===== src/rtl/ioblock_cfg_pkg.sv =====
// Shared definitions for the IO block configuration loader.
//   - Frame receiver FSM state encoding (HUNT/ADDR/DATA/PAR/COMMIT).
//   - TSMUX and DORREG code points for one IO block.
//   - Default frame sync word.
//   - io_cfg_t: the config fields carried by one frame.
package ioblock_cfg_pkg;

  localparam logic [2:0] StHunt   = 3'd0;
  localparam logic [2:0] StAddr   = 3'd1;
  localparam logic [2:0] StData   = 3'd2;
  localparam logic [2:0] StPar    = 3'd3;
  localparam logic [2:0] StCommit = 3'd4;

  // TSMUX codes; any value with bit 1 set means always drive.
  localparam logic [1:0] TsmuxTristate = 2'b00;
  localparam logic [1:0] TsmuxTsGated  = 2'b01;
  localparam logic [1:0] TsmuxDrive    = 2'b10;

  localparam logic DorregDirect     = 1'b0;
  localparam logic DorregRegistered = 1'b1;

  localparam logic [7:0] DefaultSyncWord = 8'hA5;

  typedef struct packed {
    logic [1:0] tsmux;
    logic       dorreg;
  } io_cfg_t;

endpackage


===== src/rtl/ioblock_cfg_loader_if.sv =====
// Bit-serial config input and decoded config outputs of the IO block loader.
//   CFG_DIN/CFG_VALID/CFG_READY : valid/ready bit stream, MSB first
//   CFG_TSMUX_VEC               : TSMUX of IO i at [2i+1:2i]
//   CFG_DORREG_VEC              : DORREG of IO i at [i]
//   CFG_BUSY/CFG_DONE/CFG_ERR   : frame in progress / commit pulse / drop pulse
// master: the bitstream source; slave: the loader.
interface ioblock_cfg_loader_if #(
  parameter int unsigned NUM_IO = 8
);
  logic                  CFG_DIN;
  logic                  CFG_VALID;
  logic                  CFG_READY;
  logic [2*NUM_IO-1:0]   CFG_TSMUX_VEC;
  logic [NUM_IO-1:0]     CFG_DORREG_VEC;
  logic                  CFG_BUSY;
  logic                  CFG_DONE;
  logic                  CFG_ERR;

  modport master (
    output CFG_DIN, CFG_VALID,
    input  CFG_READY, CFG_TSMUX_VEC, CFG_DORREG_VEC, CFG_BUSY, CFG_DONE, CFG_ERR
  );

  modport slave (
    input  CFG_DIN, CFG_VALID,
    output CFG_READY, CFG_TSMUX_VEC, CFG_DORREG_VEC, CFG_BUSY, CFG_DONE, CFG_ERR
  );
endinterface


===== src/rtl/cfg_frame_rx.sv =====
// Frame receiver: hunts for the sync word in the accepted bit stream, then
// captures ADDR, TSMUX[1], TSMUX[0], DORREG (and PAR when IOBLOCK_CFG_PARITY_EN
// is defined) and presents them for one COMMIT cycle.
// Ports:
//   i_clk, i_rst        clock, asynchronous active-high reset
//   i_din, i_valid      serial bit and its valid
//   o_ready             bit accepted this cycle when i_valid is high
//   o_busy              sync matched, frame not yet committed/dropped
//   o_commit            high for the single COMMIT cycle
//   o_ok                frame may be written (address in range, parity good)
//   o_addr, o_cfg       captured address and config fields
// Macro IOBLOCK_CFG_PARITY_EN adds an even-parity bit after the data bits.
module cfg_frame_rx
  import ioblock_cfg_pkg::*;
#(
  parameter int unsigned NUM_IO    = 8,
  parameter int unsigned ADDR_W    = 3,
  parameter logic [7:0]  SYNC_WORD = DefaultSyncWord
) (
  input  logic              i_clk,
  input  logic              i_rst,
  input  logic              i_din,
  input  logic              i_valid,
  output logic              o_ready,
  output logic              o_busy,
  output logic              o_commit,
  output logic              o_ok,
  output logic [ADDR_W-1:0] o_addr,
  output io_cfg_t           o_cfg
);

`ifdef IOBLOCK_CFG_PARITY_EN
  localparam bit ParityEn = 1'b1;
`else
  localparam bit ParityEn = 1'b0;
`endif

  localparam int unsigned CntW = $clog2(ADDR_W + 3);

  logic [2:0]        r_state, w_state_d;
  logic [7:0]        r_shift, w_shift_d;
  logic [CntW-1:0]   r_cnt, w_cnt_d;
  logic [ADDR_W-1:0] r_addr, w_addr_d;
  logic [2:0]        r_data, w_data_d;
  logic              r_par, w_par_d;
  logic              w_accept;
  logic [7:0]        w_shift_nxt;
  logic              w_addr_ok;

  assign w_accept    = i_valid && o_ready;
  assign w_shift_nxt = {r_shift[6:0], i_din};

  always_comb begin
    w_state_d = r_state;
    w_shift_d = r_shift;
    w_cnt_d   = r_cnt;
    w_addr_d  = r_addr;
    w_data_d  = r_data;
    w_par_d   = r_par;
    unique case (r_state)
      StHunt: begin
        if (w_accept) begin
          w_shift_d = w_shift_nxt;
          if (w_shift_nxt == SYNC_WORD) begin
            w_state_d = StAddr;
            w_cnt_d   = '0;
            w_par_d   = 1'b0;
          end
        end
      end
      StAddr: begin
        if (w_accept) begin
          w_addr_d = (r_addr << 1) | ADDR_W'(i_din);
          w_par_d  = r_par ^ i_din;
          w_cnt_d  = r_cnt + CntW'(1);
          if (r_cnt == CntW'(ADDR_W - 1)) begin
            w_state_d = StData;
            w_cnt_d   = '0;
          end
        end
      end
      StData: begin
        if (w_accept) begin
          w_data_d = {r_data[1:0], i_din};
          w_par_d  = r_par ^ i_din;
          w_cnt_d  = r_cnt + CntW'(1);
          if (r_cnt == CntW'(2)) begin
            w_cnt_d = '0;
            if (ParityEn) begin
              w_state_d = StPar;
            end else begin
              w_state_d = StCommit;
              // Sync search restarts from scratch after every frame.
              w_shift_d = '0;
            end
          end
        end
      end
      StPar: begin
        if (w_accept) begin
          w_par_d   = r_par ^ i_din;
          w_state_d = StCommit;
          w_shift_d = '0;
        end
      end
      StCommit: w_state_d = StHunt;
      default:  w_state_d = StHunt;
    endcase
  end

  always_ff @(posedge i_clk or posedge i_rst) begin
    if (i_rst) begin
      r_state <= StHunt;
      r_shift <= '0;
      r_cnt   <= '0;
      r_addr  <= '0;
      r_data  <= '0;
      r_par   <= 1'b0;
    end else begin
      r_state <= w_state_d;
      r_shift <= w_shift_d;
      r_cnt   <= w_cnt_d;
      r_addr  <= w_addr_d;
      r_data  <= w_data_d;
      r_par   <= w_par_d;
    end
  end

  assign w_addr_ok   = ({1'b0, r_addr} < (ADDR_W + 1)'(NUM_IO));
  assign o_ready     = (r_state != StCommit);
  assign o_busy      = (r_state != StHunt);
  assign o_commit    = (r_state == StCommit);
  // r_par holds the XOR of ADDR, data and PAR bits; zero means even parity.
  assign o_ok        = w_addr_ok && (!ParityEn || !r_par);
  assign o_addr      = r_addr;
  assign o_cfg.tsmux  = r_data[2:1];
  assign o_cfg.dorreg = r_data[0];

endmodule


===== src/rtl/ioblock_cfg_loader.sv =====
// IO block configuration loader top level. Receives framed config bits through
// cfg (slave modport), decodes them with cfg_frame_rx and holds the TSMUX and
// DORREG config of NUM_IO IO blocks as flat vectors.
// Ports:
//   IOCLK  clock, all state on rising edge
//   RST    asynchronous active-high reset; clears all config (pins tristated)
//   cfg    bit stream in, config vectors and BUSY/DONE/ERR status out
// Macro IOBLOCK_CFG_PARITY_EN (handled in cfg_frame_rx) enables frame parity.
module ioblock_cfg_loader
  import ioblock_cfg_pkg::*;
#(
  parameter int unsigned NUM_IO    = 8,
  parameter int unsigned ADDR_W    = 3,
  parameter logic [7:0]  SYNC_WORD = DefaultSyncWord
) (
  input  logic                 IOCLK,
  input  logic                 RST,
  ioblock_cfg_loader_if.slave  cfg
);

  logic [2*NUM_IO-1:0] r_tsmux;
  logic [NUM_IO-1:0]   r_dorreg;
  logic                r_done;
  logic                r_err;

  logic                w_ready;
  logic                w_busy;
  logic                w_commit;
  logic                w_ok;
  logic [ADDR_W-1:0]   w_addr;
  io_cfg_t             w_cfg;

  cfg_frame_rx #(
    .NUM_IO    (NUM_IO),
    .ADDR_W    (ADDR_W),
    .SYNC_WORD (SYNC_WORD)
  ) u_frame_rx (
    .i_clk    (IOCLK),
    .i_rst    (RST),
    .i_din    (cfg.CFG_DIN),
    .i_valid  (cfg.CFG_VALID),
    .o_ready  (w_ready),
    .o_busy   (w_busy),
    .o_commit (w_commit),
    .o_ok     (w_ok),
    .o_addr   (w_addr),
    .o_cfg    (w_cfg)
  );

  always_ff @(posedge IOCLK or posedge RST) begin
    if (RST) begin
      r_tsmux  <= '0;
      r_dorreg <= '0;
      r_done   <= 1'b0;
      r_err    <= 1'b0;
    end else begin
      r_done <= w_commit && w_ok;
      r_err  <= w_commit && !w_ok;
      if (w_commit && w_ok) begin
        for (int i = 0; i < int'(NUM_IO); i++) begin
          if (w_addr == ADDR_W'(i)) begin
            r_tsmux[2*i +: 2] <= w_cfg.tsmux;
            r_dorreg[i]       <= w_cfg.dorreg;
          end
        end
      end
    end
  end

  assign cfg.CFG_READY      = w_ready;
  assign cfg.CFG_BUSY       = w_busy;
  assign cfg.CFG_DONE       = r_done;
  assign cfg.CFG_ERR        = r_err;
  assign cfg.CFG_TSMUX_VEC  = r_tsmux;
  assign cfg.CFG_DORREG_VEC = r_dorreg;

endmodule


===== src/flat_wrapper.sv =====
// flat-port wrapper written by rule: the top's interface ports become plain ports
module ioblock_cfg_loader_flat import ioblock_cfg_pkg::*;
#(
  parameter int unsigned NUM_IO    = 8,
  parameter int unsigned ADDR_W    = 3,
  parameter logic [7:0]  SYNC_WORD = DefaultSyncWord
)
  (IOCLK, RST, cfg_CFG_DIN, cfg_CFG_VALID, cfg_CFG_READY, cfg_CFG_TSMUX_VEC, cfg_CFG_DORREG_VEC, cfg_CFG_BUSY, cfg_CFG_DONE, cfg_CFG_ERR);
  ioblock_cfg_loader_if #(.NUM_IO(NUM_IO)) cfg_i ();
  input  logic IOCLK;
  input  logic RST;
  input wire logic [$bits(cfg_i.CFG_DIN)-1:0] cfg_CFG_DIN;
  input wire logic [$bits(cfg_i.CFG_VALID)-1:0] cfg_CFG_VALID;
  output wire logic [$bits(cfg_i.CFG_READY)-1:0] cfg_CFG_READY;
  output wire logic [$bits(cfg_i.CFG_TSMUX_VEC)-1:0] cfg_CFG_TSMUX_VEC;
  output wire logic [$bits(cfg_i.CFG_DORREG_VEC)-1:0] cfg_CFG_DORREG_VEC;
  output wire logic [$bits(cfg_i.CFG_BUSY)-1:0] cfg_CFG_BUSY;
  output wire logic [$bits(cfg_i.CFG_DONE)-1:0] cfg_CFG_DONE;
  output wire logic [$bits(cfg_i.CFG_ERR)-1:0] cfg_CFG_ERR;
  assign cfg_i.CFG_DIN = cfg_CFG_DIN;
  assign cfg_i.CFG_VALID = cfg_CFG_VALID;
  assign cfg_CFG_READY = cfg_i.CFG_READY;
  assign cfg_CFG_TSMUX_VEC = cfg_i.CFG_TSMUX_VEC;
  assign cfg_CFG_DORREG_VEC = cfg_i.CFG_DORREG_VEC;
  assign cfg_CFG_BUSY = cfg_i.CFG_BUSY;
  assign cfg_CFG_DONE = cfg_i.CFG_DONE;
  assign cfg_CFG_ERR = cfg_i.CFG_ERR;
  ioblock_cfg_loader #(.NUM_IO(NUM_IO), .ADDR_W(ADDR_W), .SYNC_WORD(SYNC_WORD)) u_core (.IOCLK(IOCLK), .RST(RST), .cfg(cfg_i));
endmodule

===== config.mk =====
export PLATFORM = sky130hd
export DESIGN_NAME = ioblock_cfg_loader_flat
export DESIGN_NICKNAME = d
export VERILOG_FILES = /design/src/rtl/ioblock_cfg_pkg.sv /design/src/rtl/ioblock_cfg_loader_if.sv /design/src/rtl/cfg_frame_rx.sv /design/src/rtl/ioblock_cfg_loader.sv /design/src/flat_wrapper.sv
export SDC_FILE = /design/constraint.sdc
export NUM_CORES = 1
export LEC_CHECK = 0
export ABC_AREA = 0
export ABC_CLOCK_PERIOD_IN_PS = 4100
export BUFFER_PORTS_ARGS = -buffer_cell sky130_fd_sc_hd__buf_4
export CAP_MARGIN = 15
export CELL_PAD_IN_SITES_DETAIL_PLACEMENT = 0
export CELL_PAD_IN_SITES_GLOBAL_PLACEMENT = 2
export CORE_UTILIZATION = 39
export DETAILED_ROUTE_END_ITERATION = 10
export GPL_TIMING_DRIVEN = 0
export PLACE_DENSITY = 0.92
export SLEW_MARGIN = 20
export SYNTH_ARGS = -nofsm -noshare
export SYNTH_HDL_FRONTEND = slang
export SYNTH_SLANG_ARGS = --single-unit

===== constraint.sdc =====
create_clock -name IOCLK -period 4.1 [get_ports IOCLK]
set_clock_uncertainty 0.2 [all_clocks]
set_input_delay 0.41 -clock IOCLK [delete_from_list [all_inputs] [get_ports IOCLK]]
set_output_delay 0.41 -clock IOCLK [all_outputs]
set_load 0.02 [all_outputs]

==> impl_metrics.yaml, run 1 <==
status:
  status: "complete, no violations"
hold_path:
  min_path_type: "in -> reg"
  min_from: "cfg_CFG_DIN"
  min_to: "u_core.u_frame_rx.r_shift[0]"
  worst_hold_path.num_cells: 3
critical_path:
  ff2ff_setup_slack_ps: 2080
  rr_worst_depth: 4
  crit_type: "reg -> out"
  critPathCaptureType: "output port"
  path_max_fanout: 10
  regToRegStartpoint: "u_core.u_frame_rx.r_shift[0]"
  worstPathRequired_ps: 3490
  critPathLaunchType: "flop"
  worstPathArrival_ps: 1590
  r2r-end: "u_core.u_frame_rx.r_cnt[2]"
clocking:
  clk_latency_ps: 290
  clk_path_buf_depth: 2
  cts_buffers: 5
  post_cts.repair.setup_buffers: 0
  cts_tree: "done"
  cts_root_buffer: "clkbuf_8"
  numClockSinks: 44
  htreeDepth: 2
  hold_buffers: 1
  cts.clk_slew.worst_paths_ps: 80
  cts-resized-gates: 0
sta:
  fmax_mhz: 454
  setup_ws_ps: 1900
  tightest_slew_ps: 823
  min_period_over_period: 0.537
  tns_ps: 0
  period_minus_slack_ps: 2200
  relSlewSlack: 0.444
  finalSetupViolations: 0
  rsz0062_at_grt: "no"
  final_max_slew_viol_count: 0
  hold_violations: 0
  hold_ws_ps: 190
placed_design:
  place_congestion: 0.771
  placed_cells: 265
  detailed_place.area_um2: 2330
  dp_hpwl_um: 2880
  pre_cts_slack_ps: 2030
  io_buffers: 30
global_route:
  grt_overflow_total: 0
  grt_start_max_net_pins: 24
  grt_pass1_wl_um: 6510
  grt_pass1_vias: 1386
  grt_usage: 0.161
  grt_antenna_before_repair: 0
routing:
  drt-initial-drc-count: 51
  drcViolationCount: 0
  vias: 1362
  first_pass_iters: 4
  vias_per_cell: 4.97
  drt-wirelength-per-cell_um: 14.2
  wl_um: 3900
  final_antenna_net_count: 0
finish:
  fin_area_um2: 2440
  final_core_utilization: 0.506
  drive_above_1_share: 0.362
  n_antenna_cell: 0
  syn2layout_area_growth_pct: 22.3
  fin_cells: 274
  fin_nets: 210
power_and_ir_drop:
  sequentialPowerShare: 0.456
  powerDensity_nw_per_um2: 566
  power.total_mw: 1.38
  swShare: 0.367
  ir_drop_mv: 0.254
  combPwrFrac: 0.339
  intPower_mw: 0.875
  switchingPower_mw: 0.507
  power.leakage_nw: 1.22
  clock_power_share: 0.204
logic_synthesis:
  synthArstFlopShare: 1.00
  yosysSeqAreaShare: 0.552
  synth_cell_types: 35
  synth_seq_cells: 44
  ys_warn_count: 0
  mappedNetlistArea_um2: 2000
  syn_area_per_cell_um2: 12.0
  synth_top_flop_cell: "dfrtp_1"
  syn_nets: 171
  syn_inst: 167
  synth-edff-count: 0
die:
  coreArea_um2: 4820
  core.rowCount: 25
  die_h_um: 73.5
  start_util: 0.414
  ios: 32
  die_w_um: 73.5
  die_area_um2: 5410
run:
  timing.max_cap.violations: 0
worst max-delay path by stage:
| stage | end | slack, ps | cells after the start | from |
|---|---|---|---|---|
| 2_1_floorplan | u_core.cfg.CFG_DORREG_VEC[3] | 2230 | 4 | u_core.u_frame_rx.r_state[1] |
| 3_3_place_gp | u_core.cfg.CFG_TSMUX_VEC[10] | 1990 | 2 | RST |
| 3_5_place_dp | u_core.u_frame_rx.r_cnt[2] | 2030 | 5 | cfg_CFG_DIN |
| 4_1_cts | cfg_CFG_BUSY | 1890 | 3 | u_core.u_frame_rx.r_state[1] |
| 5_1_grt | cfg_CFG_BUSY | 1820 | 3 | u_core.u_frame_rx.r_state[1] |
| 6_report | cfg_CFG_BUSY | 1900 | 3 | u_core.u_frame_rx.r_state[1] |
cell type report:
class	instances	area, µm²
multi-input combinational	106	825
tap	67	83.8
fill	437	2380
inverter	10	37.5
buffer	7	32.5
timing repair buffer	32	263
clock inverter	2	15.0
sequential	44	1100
clock buffer	6	82.6
registers in the layout (all words and copies together), names as in the netlist:
| register | cells |
|---|---|
| u_core.u_frame_rx.r_cnt | 3 |
| u_core.u_frame_rx.o_addr | 3 |
| u_core.u_frame_rx.r_shift | 7 |
| u_core.u_frame_rx.r_state | 3 |
| u_core.cfg.CFG_DORREG_VEC | 8 |
| u_core.u_frame_rx.o_cfg | 3 |
| u_core.cfg.CFG_DONE | 1 |
| u_core.cfg.CFG_TSMUX_VEC | 16 |
kinds of logic (layout without fill, tap and decap cells):
kind of cell | count (synthesis) | after routing | synth area share
simple gates | 51 | 51 | 0.142
flops | 44 | 44 | 0.552
mux | 38 | 38 | 0.209
buf+inv | 17 | 57 | 0.0351
compound gates | 16 | 16 | 0.0602
other cells | 1 | 1 | 0.00188
cell usage after synthesis (all sizes together) (2+ instances only):
library cell  count  area (µm²)
dfrtp            44        1100
mux2             30         338
nand2            17        63.8
inv              10        37.5
nor2             10        47.6
mux2i             8        80.1
nor2b             6        37.5
buf               5        25.0
nand3             4        20.0
a21oi             3        15.0
a31oi             3        18.8
and3              3        18.8
nand2b            3        18.8
a211oi            2        27.5
clkbuf            2        7.51
nor3b             2        26.3
nor4bb            2        20.0
o211ai            2        15.0
o21ai             2        10.0
cell usage in the layout, fill, tap and decap left out, drive strengths merged, types with 2 or more instances in the layout:
cell type  synthesis  layout
dfrtp             44      44
buf                5      36
mux2              30      30
nand2             17      17
inv               10      10
nor2              10      10
mux2i              8       8
clkbuf             2       8
nor2b              6       6
nand3              4       4
and3               3       3
a21oi              3       3
nand2b             3       3
a31oi              3       3
o21ai              2       2
nor4bb             2       2
o211ai             2       2
clkinvlp           0       2
nor3b              2       2
a211oi             2       2
power groups by stage:
stage          combinational [mW]  sequential, mW  clock [mW]
2_1_floorplan               0.348           0.625           0
3_3_place_gp                0.451           0.627           0
3_5_place_dp                0.475           0.638           0
4_1_cts                     0.476           0.629       0.290
5_1_grt                     0.525           0.647       0.309
6_report                    0.469           0.631       0.282
layer usage:
metal	routed length (µm)	vias to the layer above	track usage
met1	1790	682	0.207
met4	48	0	0.0662
li1	-	651	-
met2	1950	25	0.261
met3	122	4	0.0370
met5	0	-	0
worst max-delay path, stage by stage, from the launching register on:
cell and delay, ps:
dfrtp_1 470, clkbuf_1 260, or3_1 410, buf_4 160
No activity file was read; power rests on OpenSTA's default activity.
==> inputs of run 2 (changes only) <==
ABC_CLOCK_PERIOD_IN_PS = 1850   (was 4100)
CORE_UTILIZATION = 33   (was 39)
PLACE_DENSITY = 0.84   (was 0.92)
clock period = 1.85 ns   (was 4.1 ns; I/O delays follow)
==> run 2 against run 1 <==
Net effect: count of clock-buffer cells in the layout is 1 lower; clock power up 100%; utilization down 4.9 points; critical path type unchanged; total power rose by 140%.
==> impl_metrics.yaml, run 2 (synthesis results as in run 1) <==
status:
  status: "complete, no violations"
global_route:
  grt_antenna_before_repair: 0
  grt_start_max_net_pins: 36
  grt_usage: 0.142
  grt_overflow_total: 0
  grt_pass1_vias: 1375
  grt_pass1_wl_um: 6870
power_and_ir_drop:
  swShare: 0.363
  sequentialPowerShare: 0.437
  clock_power_share: 0.174
  switchingPower_mw: 1.18
  combPwrFrac: 0.389
  ir_drop_mv: 0.405
  power.total_mw: 3.26
  power.leakage_nw: 1.29
  intPower_mw: 2.07
  powerDensity_nw_per_um2: 1250
die:
  die_area_um2: 6360
  ios: 32
  start_util: 0.352
  core.rowCount: 27
  die_h_um: 79.8
  die_w_um: 79.8
  coreArea_um2: 5680
placed_design:
  dp_hpwl_um: 2700
  place_congestion: 0.779
  io_buffers: 30
clocking:
  cts_buffers: 5
  cts.clk_slew.worst_paths_ps: 80
  cts_tree: "done"
  clk_latency_ps: 280
  htreeDepth: 2
  cts_root_buffer: "clkbuf_8"
  clk_path_buf_depth: 2
  numClockSinks: 44
critical_path:
  regToRegStartpoint: "u_core.u_frame_rx.r_state[0]"
  worstPathRequired_ps: 1460
  rr_worst_depth: 4
  slowest_delay_ps: 430
  crit_family: "flip-flops"
  path_max_fanout: 10
  critPathCaptureType: "output port"
  ff2ff_setup_slack_ps: 20
  critPathLaunchType: "flop"
  r2r-end: "u_core.cfg.CFG_TSMUX_VEC[7]"
  crit_chain: "clkbuf_4 -> or3_1 -> buf_4"
  slowest_stage: "dfrtp_2"
  crit_type: "reg -> out"
  critPathBufInv: 2
  worstPathArrival_ps: 1440
sta:
  hold_ws_ps: 27.0
  period_minus_slack_ps: 1830
  finalSetupViolations: 0
  hold_violations: 0
  min_period_over_period: 0.989
  rsz0062_at_grt: "yes"
  final_max_slew_viol_count: 0
  fmax_mhz: 547
routing:
  final_antenna_net_count: 0
  first_pass_iters: 4
  drt-wirelength-per-cell_um: 14.2
  vias: 1370
  vias_per_cell: 4.77
  drcViolationCount: 0
  wl_um: 4070
  drt-initial-drc-count: 79
hold_path:
  min_path_type: "in -> reg"
  min_to: "u_core.u_frame_rx.r_state[1]"
  min_from: "cfg_CFG_VALID"
  worst_hold_path.num_cells: 3
finish:
  final_cell_mix: "41 x dfrtp_1, 38 x buf_4, 27 x mux2_2, 15 x nand2_1, 9 x inv_1"
  layout_commonest_cell: "dfrtp_1"
  nFillCells: 528
  largest_reg_flops: 16
  drive_above_1_share: 0.460
  fin_nets: 219
  regArea_um2: 1100
  final_core_utilization: 0.458
  syn2layout_area_growth_pct: 30.2
  n_antenna_cell: 0
  multi_input_area_um2: 890
run:
  timing.max_cap.violations: 0
run 2: changes by cell type in the layout (fill, tap and decap cells not counted), sizes merged:
cell         before  now
clkinv            0    1
clkbuf            8    6
dlygate4sd3       1    2
clkinvlp          2    1
buf              36   45
run 2: worst max-delay path by stage:
stage,start,endpoint,cells after the start
finish,u_core.u_frame_rx.r_state[0],cfg_CFG_BUSY,3
global route,u_core.u_frame_rx.r_state[0],u_core.cfg.CFG_DORREG_VEC[3],4
CTS,u_core.u_frame_rx.r_state[1],u_core.cfg.CFG_TSMUX_VEC[7],4
detailed placement,u_core.u_frame_rx.r_state[2],u_core.u_frame_rx.o_cfg[0],5
global placement,RST,u_core.cfg.CFG_TSMUX_VEC[0],2
floorplan,u_core.u_frame_rx.r_state[2],u_core.cfg.CFG_DORREG_VEC[3],5
run 2: cell type report:
type | instances | area share
Tap cell | 72 | 0.0347
Sequential cell | 44 | 0.425
Multi-Input combinational cell | 106 | 0.342
Clock inverter | 2 | 0.00482
Inverter | 10 | 0.0145
Clock buffer | 5 | 0.0265
Timing Repair Buffer | 41 | 0.130
Buffer | 7 | 0.0217
run 2: timing repair:
| item | in CTS | in global routing |
|---|---|---|
| setup buffers | 6 | 2 |
| pin swaps | 3 | 4 |
| endpoints found under the setup margin | 18 | 24 |
| gates resized for setup | 11 | 17 |
| hold endpoints to repair | 47 | 0 |
| hold buffers | 2 | 0 |
run 2: through the flow:
stage          instances  setup TNS (ps)  area, µm²  setup slack, ps
3_3_place_gp         269           -9640       2320             -195
2_1_floorplan        167               0       2000             19.1
5_1_grt              287            -140       2600            -34.9
6_report             287               0       2600             21.2
4_1_cts              285           -3.94       2530            -3.94
3_5_place_dp         270           -1220       2340             -127
run 2: power by group through the flow:
stage	Combinational, mW	Clock [mW]	Sequential (mW)
3_3_place_gp	1.02	0	1.41
4_1_cts	1.17	0.589	1.39
2_1_floorplan	0.772	0	1.39
6_report	1.27	0.566	1.42
3_5_place_dp	1.05	0	1.41
5_1_grt	1.41	0.621	1.46
run 2: per-layer routing:
metal	global-route usage	share of wire	vias to the layer above
li1	-	-	665
met1	0.193	0.49	683
met2	0.227	0.47	20
met3	0.0274	0.031	2
met4	0.0482	0.0098	0
met5	0	0	-
run 2: worst register-to-register path, stage by stage, from the launching register on:
cell and delay [ps]:
dfrtp_2 430, or3b_4 430, nor2_4 120, and3_4 230, mux2_4 300
==> inputs of run 3 (changes only) <==
PLACE_DENSITY = default   (was 0.84)
PLACE_DENSITY_LB_ADDON = 0.1   (was default)
SLEW_MARGIN = 10   (was 20)
==> run 3 against run 2 <==
Net effect: the run now ends with negative setup slack left; design area is 0.58% higher; utilization is 0.26 points higher; cell count is 0.70% higher; sequential cell count stayed put; routed wire length is 4.5% higher; largest cell class unchanged; die area stayed put.
==> impl_metrics.yaml, run 3 (synthesis results as in run 1) <==
status:
  status: "finished, violations left"
  violations: "negative setup slack"
die:
  start_util: 0.352
  coreArea_um2: 5680
  core.rowCount: 27
  die_w_um: 79.8
  ios: 32
  die_area_um2: 6360
  die_h_um: 79.8
power_and_ir_drop:
  powerDensity_nw_per_um2: 1250
  ir_drop_mv: 0.531
  intPower_mw: 2.05
  sequentialPowerShare: 0.435
  power.leakage_nw: 1.29
  swShare: 0.373
  switchingPower_mw: 1.22
  clock_power_share: 0.190
  combPwrFrac: 0.376
critical_path:
  slowest_stage: "dfrtp_2"
  crit_type: "reg -> reg"
  startpoint: "u_core.u_frame_rx.r_state[0]"
  crit_chain: "or3b_4 -> nor2_4 -> and3_4 -> mux2_4"
  path_max_fanout: 5
  critPathLaunchType: "flop"
  worstPathArrival_ps: 1860
  slowest_delay_ps: 450
  regToRegStartpoint: "u_core.u_frame_rx.r_state[0]"
  critPathCaptureType: "flop"
  worstPathRequired_ps: 1840
finish:
  fin_cells: 289
  largest_reg_flops: 16
  fin_nets: 220
  final_core_utilization: 0.460
  syn2layout_area_growth_pct: 30.9
  final_cell_mix: "42 x dfrtp_1, 38 x buf_4, 27 x mux2_2, 16 x nand2_1, 9 x inv_1"
  n_antenna_cell: 0
  layout_commonest_cell: "dfrtp_1"
  drive_above_1_share: 0.452
placed_design:
  placed_cells: 270
  io_buffers: 30
  pre_cts_slack_ps: -188
  dp_hpwl_um: 2920
  place_congestion: 0.768
sta:
  min_period_over_period: 1.01
  rsz0062_at_grt: "yes"
  setup_ws_ps: -23.6
  hold_violations: 0
  hold_ws_ps: 42.4
  relSlewSlack: 0.648
  period_minus_slack_ps: 1870
  tightest_slew_ps: 528
  finalSetupViolations: 4
  final_max_slew_viol_count: 0
  fmax_mhz: 534
routing:
  final_antenna_net_count: 0
  drt-wirelength-per-cell_um: 14.7
  first_pass_iters: 4
  wl_um: 4250
  vias_per_cell: 4.90
  drt-initial-drc-count: 82
  vias: 1416
  drcViolationCount: 0
clocking:
  cts_root_buffer: "clkbuf_8"
  cts_tree: "done"
  numClockSinks: 44
  clk_latency_ps: 310
  htreeDepth: 2
  cts.clk_slew.worst_paths_ps: 90
  cts_buffers: 5
  clk_path_buf_depth: 2
global_route:
  grt_usage: 0.148
  grt_overflow_total: 0
  grt_pass1_vias: 1392
  grt_antenna_before_repair: 0
  grt_start_max_net_pins: 36
  grt_pass1_wl_um: 6960
hold_path:
  min_from: "cfg_CFG_VALID"
  min_path_type: "in -> reg"
run:
  timing.max_cap.violations: 0
[run 3: metrics by stage]
stage / area, µm² / power [mW] / TNS [ps]
floorplan: 2000 / 2.16 / 0
global placement: 2320 / 2.42 / -6110
detailed placement: 2340 / 2.48 / -1290
CTS: 2550 / 3.24 / -20.0
global route: 2610 / 3.50 / -475
finish: 2610 / 3.28 / -74.5
[run 3: worst paths after layout]
| check | endpoint | slack, ps | depth (start not counted) |
|---|---|---|---|
| setup / recovery | u_core.cfg.CFG_TSMUX_VEC[6] | -20 | 4 |
| hold / removal | u_core.u_frame_rx.r_state[0] | 40 | 4 |
| setup reg to reg | u_core.cfg.CFG_TSMUX_VEC[6] | -20 | 4 |
| hold reg to reg | u_core.cfg.CFG_TSMUX_VEC[12] | 310 | 1 |
| max in group asynchronous | u_core.u_frame_rx.r_state[2] | 820 | 4 |
| min in group asynchronous | u_core.cfg.CFG_DONE | 150 | 3 |
[run 3: worst max-delay path, delay by kind of cell (launching register included)]
family | cells | cell delay [ps]
DFF | 1 | 450
muxes | 1 | 300
and+or+nand+nor | 3 | 800
[run 3: repair_timing]
| action | CTS | global route |
|---|---|---|
| gates resized for setup | 13 | 10 |
| hold endpoints to repair | 48 | 0 |
| pin swaps | 1 | 1 |
| setup endpoints to repair | 20 | 20 |
| buffers inserted | 5 | 3 |
| hold buffers | 3 | 0 |
[run 3: layer usage]
| metal | track usage | up-vias | wire length (µm) |
|---|---|---|---|
| met4 | 0.0571 | 0 | 59 |
| met1 | 0.206 | 703 | 2060 |
| met2 | 0.220 | 31 | 1950 |
| met3 | 0.0377 | 5 | 177 |
| met5 | 0 | - | 0 |
| li1 | - | 677 | - |
[run 3: power by group through the flow]
stage	clock (mW)	combinational (mW)	sequential [mW]
after floorplan	0	0.772	1.39
after global placement	0	1.02	1.40
after detailed placement	0	1.07	1.41
after CTS	0.645	1.20	1.39
after global routing	0.680	1.35	1.46
final	0.621	1.23	1.42
[run 3: final cells by class]
cell class	count	area (µm²)
repair buffers	42	348
clock inverters	3	23.8
multi-input cells	106	881
clock buffers	5	68.8
inverters	10	37.5
flip-flops and latches	44	1100
fillers	546	3060
plain buffers	7	60.1
well taps	72	90.1
